File: config.mk
export PLATFORM = sky130hd
export DESIGN_NAME = cpu_sequencer
export DESIGN_NICKNAME = d
export VERILOG_FILES = /design/src/rtl/cpu_sequencer.sv
export SDC_FILE = /design/constraint.sdc
export NUM_CORES = 1
export LEC_CHECK = 0
export CORE_ASPECT_RATIO = 0.6
export CORE_MARGIN = 4
export CORE_UTILIZATION = 47
export CTS_BUF_LIST = sky130_fd_sc_hd__clkbuf_8 sky130_fd_sc_hd__clkbuf_16
export DETAILED_ROUTE_END_ITERATION = 8
export GPL_TIMING_DRIVEN = 0
export HOLD_SLACK_MARGIN = 0.05
export PLACE_DENSITY = 0.83
export RECOVER_POWER = 50
export REMOVE_ABC_BUFFERS = 1
export SETUP_SLACK_MARGIN = 0.02
export SYNTH_ARGS = -nofsm -noshare
export SYNTH_HDL_FRONTEND = slang
export SYNTH_SLANG_ARGS = --single-unit
export TNS_END_PERCENT = 30
File: constraint.sdc
create_clock -name clk_i -period 3.1 [get_ports clk_i]
set_input_delay 0.465 -clock clk_i [delete_from_list [all_inputs] [get_ports clk_i]]
set_output_delay 0.465 -clock clk_i [all_outputs]
set_load 0.03 [all_outputs]
File: src/rtl/cpu_sequencer.sv
// ============================================================================
// cpu_sequencer : fetch/decode/execute control FSM for a 4-bit accumulator CPU
// Revision 1.0
// ============================================================================
`default_nettype none

module cpu_sequencer (
  input  logic       clk_i,
  input  logic       rst_i,
  input  logic [7:0] instr_i,
  input  logic       mem_ack_i,
  input  logic       carry_i,
  input  logic       zero_i,
  input  logic       inp_valid_i,
  input  logic       out_ready_i,
  output logic [3:0] pc_o,
  output logic [7:0] ir_o,
  output logic       mem_req_o,
  output logic       mem_we_o,
  output logic [3:0] mem_addr_o,
  output logic       acc_we_o,
  output logic [1:0] acc_sel_o,
  output logic [2:0] alu_op_o,
  output logic       alu_b_mem_o,
  output logic       flags_we_o,
  output logic       inp_ready_o,
  output logic       out_valid_o,
  output logic [2:0] state_o
);

  localparam logic [2:0] S_FETCH  = 3'd0;
  localparam logic [2:0] S_DECODE = 3'd1;
  localparam logic [2:0] S_EXEC   = 3'd2;
  localparam logic [2:0] S_MEM_RD = 3'd3;
  localparam logic [2:0] S_MEM_WR = 3'd4;
  localparam logic [2:0] S_ALU_RD = 3'd5;
  localparam logic [2:0] S_IO_IN  = 3'd6;
  localparam logic [2:0] S_IO_OUT = 3'd7;

  localparam logic [3:0] OP_LDA = 4'h0;
  localparam logic [3:0] OP_LDI = 4'h1;
  localparam logic [3:0] OP_STA = 4'h2;
  localparam logic [3:0] OP_INP = 4'h3;
  localparam logic [3:0] OP_OUT = 4'h4;
  localparam logic [3:0] OP_BRC = 4'h5;
  localparam logic [3:0] OP_BRZ = 4'h6;
  localparam logic [3:0] OP_JMP = 4'h7;
  localparam logic [3:0] OP_ADI = 4'h8;
  localparam logic [3:0] OP_LSL = 4'hE;
  localparam logic [3:0] OP_LSR = 4'hF;

  localparam logic [1:0] SEL_ALU = 2'd0;
  localparam logic [1:0] SEL_MEM = 2'd1;
  localparam logic [1:0] SEL_IMM = 2'd2;
  localparam logic [1:0] SEL_INP = 2'd3;

  logic [2:0] state_q, state_d;
  logic [3:0] pc_q, pc_d;
  logic [7:0] ir_q, ir_d;
  logic [3:0] opcode;
  logic [3:0] operand;

  assign opcode  = ir_q[7:4];
  assign operand = ir_q[3:0];

  always_ff @(posedge clk_i) begin
    if (rst_i) begin
      state_q <= S_FETCH;
      pc_q    <= 4'd0;
      ir_q    <= 8'd0;
    end else begin
      state_q <= state_d;
      pc_q    <= pc_d;
      ir_q    <= ir_d;
    end
  end

  always_comb begin
    state_d = state_q;
    pc_d    = pc_q;
    ir_d    = ir_q;
    case (state_q)
      S_FETCH: begin
        if (mem_ack_i) begin
          ir_d    = instr_i;
          pc_d    = pc_q + 4'd1;
          state_d = S_DECODE;
        end
      end
      S_DECODE: begin
        case (opcode)
          OP_LDA:                    state_d = S_MEM_RD;
          OP_STA:                    state_d = S_MEM_WR;
          OP_INP:                    state_d = S_IO_IN;
          OP_OUT:                    state_d = S_IO_OUT;
          4'h9, 4'hA, 4'hB, 4'hC, 4'hD: state_d = S_ALU_RD;
          default:                   state_d = S_EXEC;
        endcase
      end
      S_EXEC: begin
        // Not-taken branches simply leave the already-incremented pc alone.
        if ((opcode == OP_JMP) ||
            ((opcode == OP_BRC) && carry_i) ||
            ((opcode == OP_BRZ) && zero_i)) begin
          pc_d = operand;
        end
        state_d = S_FETCH;
      end
      S_MEM_RD, S_MEM_WR, S_ALU_RD: begin
        if (mem_ack_i) state_d = S_FETCH;
      end
      S_IO_IN: begin
        if (inp_valid_i) state_d = S_FETCH;
      end
      S_IO_OUT: begin
        if (out_ready_i) state_d = S_FETCH;
      end
      default: state_d = S_FETCH;
    endcase
  end

  always_comb begin
    mem_req_o   = 1'b0;
    mem_we_o    = 1'b0;
    mem_addr_o  = (state_q == S_FETCH) ? pc_q : operand;
    acc_we_o    = 1'b0;
    acc_sel_o   = SEL_ALU;
    alu_b_mem_o = 1'b0;
    flags_we_o  = 1'b0;
    inp_ready_o = 1'b0;
    out_valid_o = 1'b0;
    case (state_q)
      S_FETCH: mem_req_o = 1'b1;
      S_EXEC: begin
        case (opcode)
          OP_LDI: begin
            acc_we_o  = 1'b1;
            acc_sel_o = SEL_IMM;
          end
          OP_ADI, OP_LSL, OP_LSR: begin
            acc_we_o   = 1'b1;
            flags_we_o = 1'b1;
          end
          default: ;
        endcase
      end
      S_MEM_RD: begin
        mem_req_o = 1'b1;
        if (mem_ack_i) begin
          acc_we_o  = 1'b1;
          acc_sel_o = SEL_MEM;
        end
      end
      S_MEM_WR: begin
        mem_req_o = 1'b1;
        mem_we_o  = 1'b1;
      end
      S_ALU_RD: begin
        mem_req_o   = 1'b1;
        alu_b_mem_o = 1'b1;
        if (mem_ack_i) begin
          acc_we_o   = 1'b1;
          flags_we_o = 1'b1;
        end
      end
      S_IO_IN: begin
        inp_ready_o = 1'b1;
        if (inp_valid_i) begin
          acc_we_o  = 1'b1;
          acc_sel_o = SEL_INP;
        end
      end
      S_IO_OUT: out_valid_o = 1'b1;
      default: ;
    endcase
    // Reset silences every strobe even before the state register has settled.
    if (rst_i) begin
      mem_req_o   = 1'b0;
      mem_we_o    = 1'b0;
      acc_we_o    = 1'b0;
      acc_sel_o   = SEL_ALU;
      alu_b_mem_o = 1'b0;
      flags_we_o  = 1'b0;
      inp_ready_o = 1'b0;
      out_valid_o = 1'b0;
    end
  end

  assign pc_o     = pc_q;
  assign ir_o     = ir_q;
  assign alu_op_o = ir_q[6:4];
  assign state_o  = state_q;

endmodule

`default_nettype wire

## Word level (Yosys, flattened, before mapping)

Memory sizes are Yosys's and may differ from the RTL's. A register that Yosys moved wholly into a read port is not among the register bits.
Cells that the tools add are included.

| operators by class | value |
|---|---|
| reduce and logical (&&, ||, !) cells | 14 |
| mux-type cells | 34 |
| add/subtract/negate cells | 1 |
| eq/ne operators | 19 |

Operator list:

| kind | number |
|---|---|
| $mux W4 | 5 |
| $pmux W3 S6 | 1 |
| $mux W1 | 17 |
| $eq A3 B3 Y1 const B | 4 |
| $eq A4 B3 Y1 const B | 3 |
| $eq A4 B4 Y1 const B | 3 |
| $mux W3 | 4 |
| $ne A2 B2 Y1 const B | 5 |
| $pmux W4 S2 | 1 |
| $reduce_or A4 Y1 | 2 |
| $eq A3 B2 Y1 const B | 2 |
| $mux W2 | 3 |
| $pmux W2 S3 | 1 |
| $reduce_or A3 Y1 | 2 |
| $add A4 B1 Y4 const B | 1 |
| $eq A4 B1 Y1 const B | 1 |
| $reduce_and A4 Y1 | 1 |
| $eq A3 B1 Y1 const B | 1 |
| $logic_not A3 Y1 | 1 |
| $pmux W1 S3 | 1 |
| $reduce_and A3 Y1 | 1 |
| $logic_and A1 B1 Y1 | 2 |
| $logic_or A1 B1 Y1 | 2 |
| $pmux W1 S2 | 1 |
| other kinds (3) | 3 |

| word-level totals | value |
|---|---|
| register bits | 15 |
| memories kept | 1 |
| memory bits (read-only) | 48 |
| input bits | 15 |
| word-level logic and storage cells | 72 |

Memories:

| memory | words | width | rd ports | clocked after Yosys merged registers in | write ports | line | RTL |
|---|---|---|---|---|---|---|---|
| (name not given) | 16 | 3 | 1 | 1 | 0 | 91 | `case (opcode)` |

## Logic depth before layout (Yosys ltp)

| logic depth | value |
|---|---|
| word-level depth | 6 |
| depth in mapped cells | 5 |
| mapped depth without buffers | 4 |

## Worst setup path after synthesis

OpenSTA, ideal clock, no wires.

| path | value |
|---|---|
| path kind | reg-to-output |
| start point | register ir_q[4] (netlist: ir_o[4]) |
| end point | output port flags_we_o |
| arrival time | 2,196 ps |
| cell stages (with the launch flop) | 6 |
| data required time | 2,635 ps |
| setup slack | 439 ps |
| cells stage by stage | dfxtp_1 -> clkbuf_1 -> or3_1 -> nand2_1 -> nand2_1 -> o41ai_1 |

| on the way | value |
|---|---|
| word-level cells in the longest chain between the ends | 5 |
| elaborated cells between the ends (all ways) | 7 |
| classes of those cells | eq/ne: 3; mux: 3; reduce/logical: 1 |

RTL lines:

| item | line | RTL |
|---|---|---|
| from (decl) | 59 | `logic [7:0] ir_q, ir_d;` |
| from (signal assigned) | 74 | `ir_q <= ir_d;` |
| $eq A4 B4 Y1 | 135 | `case (opcode)` |
| $reduce_or A3 Y1 * | n/a |  |
| $mux W1 * | 135 |  |
| $pmux W1 S2 * | 132 | `case (state_q)` |
| $mux W1 * | 177 | `if (rst_i) begin` |
| to (decl) | 25 | `output logic flags_we_o,` |

Mark *: on every way between the ends. The rest lies on a longest branch, timed or not.

## Worst setup path after layout

| path | value |
|---|---|
| start point | register ir_q[4] (netlist: ir_o[4]) |
| end point | output port acc_sel_o[1] |

| on the way | value |
|---|---|
| word-level cells in the longest chain between the ends | 4 |

RTL lines:

| item | line | RTL |
|---|---|---|
| $eq A4 B1 Y1 | 135 |  |
| $mux W2 | 135 |  |
| $pmux W2 S3 | 132 |  |
| $mux W2 | 177 |  |
| to (decl) | 22 | `output logic [1:0] acc_sel_o,` |

No other way between the ends.

==> reports/qor.csv <==
metric;value;unit
outcome;completed;
clock-pin transition on the worst setup and hold timing paths;0.07;ns
Post-CTS Setup Repair Bufs;0;
Ys Warns;0;
async set-reset flop share out of synthesis;0;
most frequent cells in the layout;32 x clkdlybuf4s50_1, 25 x nand2_1, 18 x dfxtp_1;
FF+latch area;360;um2
FF-to-FF setup slack;0.62;ns
highest routed layer;met4;
Avg Inst Size Synth;7.53;um2
Finished Layout Cells;229;
Placed Cells;225;
routed len/inst;14.4;um
VDD IR max;0.337;mV
most common cell after layout, fill and taps aside;clkdlybuf4s50_1;
fmax;349;MHz
Hold Crit Class;reg -> reg;
routability cong.;0.773;
Slew @ Worst Pin;1.22;ns
Seq/Total Area, Yosys;0.294;
CTS tree;yes;
crit-path cells;nand2b_1 -> or4_1 -> a211oi_1 -> clkdlybuf4s50_1;
fin area;0.00169;mm2
vias after detailed routing;1277;
synthesized instance count;163;
num ports;46;
Leak;0.638;nW
Routed met1 length;1.69;mm
number of enable flip-flop cells after synthesis;0;
critical path's slowest cell;clkdlybuf4s50_1;
Netlist cell types;44;
Vias/cell;5.58;
FF+latch count, synth;18;
Max-slew headroom;0.186;
crit-path max cell delay;0.72;ns
Synth area leaders;dfxtp_1 29%, nand2_1 7.6%, a21oi_1 5.3%;
WS Path Type;reg -> out;
starting density of the core;0.490;
Slew Viols, Final;0;
Critical Path AT;2.40;ns
final-report hold violation count;0;
vias in the first global route;1066;
Max Cap Viol;0;
synth-to-layout area growth;37.4;%
ANT nets after route;0;
row cnt;14;
Pre-antenna DRT Iters;4;
first-pass GRT wire length;5.09;mm
NumNets Final;214;
total track usage;0.187;
initial drt markers;122;
CP required;2.63;ns
Worst Path Buf+Inv;1;
final period utilization;0.925;
initial antenna violation count;0;
HPWL after DPL;2.42;mm
fraction of layout instances using a drive strength above 1;0.0711;
clk root buf;clkbuf_8;
crit-path leading delay family;buffers and inverters;
area used by multi-input combinational logic;778;um2
top cell type by total area after synthesis;dfxtp_1;
WL met3;218;um
crit path time final;2.87;ns
Power Dens Cells;500;mW/mm2
CP endpoint kind;primary output;
metal2 WL;1.38;mm
gr ovfl total;0;
Post-Route WL;3.30;mm
die height;47.6;um
CTS sink cnt;18;
placed instance area;0.00165;mm2
DR DRC count;0;
crit-path max FO;10;
htree depth;1;
clk_lat worst skew;0.25;ns
number of setup violations in the final report;0;
ANT cells;0;
fill count;207;
Synth Flop Type;dfxtp_1;
Worst setup SP type;flip-flop;
Synth top area share;0.294;
Clock Path Buffers;2;
RSZ-0062 raised after global routing;false;
synthesized area;0.00123;mm2
Port Buffers;45;
CORE AREA;0.00250;mm2
Post-Route Skew;0.00216;ns
pin count of the biggest net entering global routing;30;
Die W;74.0;um
full die area;0.00352;mm2
number of buffers created by CTS;3;
worst min-delay path, stage by stage, from the launching register on:
cell,delay (ns)
dfxtp_1,0.33
nand2_1,0.06
a21oi_1,0.05
cell usage after synthesis (3+ instances only):
cell and number:
buf_2 4, nor2_1 14, nor3_1 4, nand3_1 7
a21oi_1 13, a211oi_1 4, nor3b_1 3, o221ai_1 3
o21ai_0 3, nor2b_1 4, dfxtp_1 18, nand2b_1 6
or3_1 3, a31oi_1 3, nand2_1 25, buf_4 3
mux2_2 4, clkbuf_1 8
path summary, 6_finish.rpt:
path | startpoint | to | cells after the start
worst max-delay path | ir_o[4] | acc_sel_o[1] | 4
worst min-delay path | ir_o[3] | ir_o[3] | 2
worst max register to register | state_o[0] | pc_o[3] | 4
worst min register to register | ir_o[3] | ir_o[3] | 2
cell families (layout without fill, tap and decap cells):
kind of cell / Yosys count / in the layout / synth area share
AND/OR/NAND/NOR: 78 / 78 / 0.343
AO/OA/AOI/OAI: 41 / 41 / 0.223
flip-flops: 18 / 18 / 0.294
buffers and inverters: 17 / 51 / 0.0652
XOR/XNOR: 4 / 4 / 0.0285
multiplexers: 4 / 4 / 0.0367
adder cells (fa/ha/maj): 1 / 1 / 0.0102
area by class of cell:
type | instances | area share
clock buffer | 4 | 0.0326
inverter | 2 | 0.00445
multi-input combinational | 128 | 0.461
sequential | 18 | 0.214
tap | 32 | 0.0237
timing repair buffer | 45 | 0.264
metrics by stage:
step                      setup slack [ns]  TNS [ns]  hold slack (ns)  power (mW)   util
final                                0.232         0            0.487       0.843  0.673
after global routing                0.0657         0            0.515       0.891  0.673
after CTS                           0.0970         0            0.495       0.858  0.678
after detailed placement            -0.351    -0.571            0.485       0.666  0.657
after global placement              -0.296    -0.428            0.481       0.658  0.657
after floorplan                      0.391         0            0.534       0.527      -
per-layer routing:
metal / vias to the layer above / global-route usage
met5: - / 0
met4: 0 / 0.0144
met3: 2 / 0.0335
met2: 38 / 0.276
met1: 589 / 0.290
li1: 648 / -
report_power, final:
group	total [mW]	internal (mW)	switching, mW
logic	0.336	0.150	0.186
registers	0.317	0.259	0.0578
clock network	0.190	0.113	0.0776
total	0.843	0.521	0.321
what timing repair did:
item                       4_1_cts  5_1_grt
hold buffers                     0        0
hold endpoints to repair         0        0
gates resized for setup          1        2
setup endpoints to repair        4        1
(Power assumes the default switching activity.)
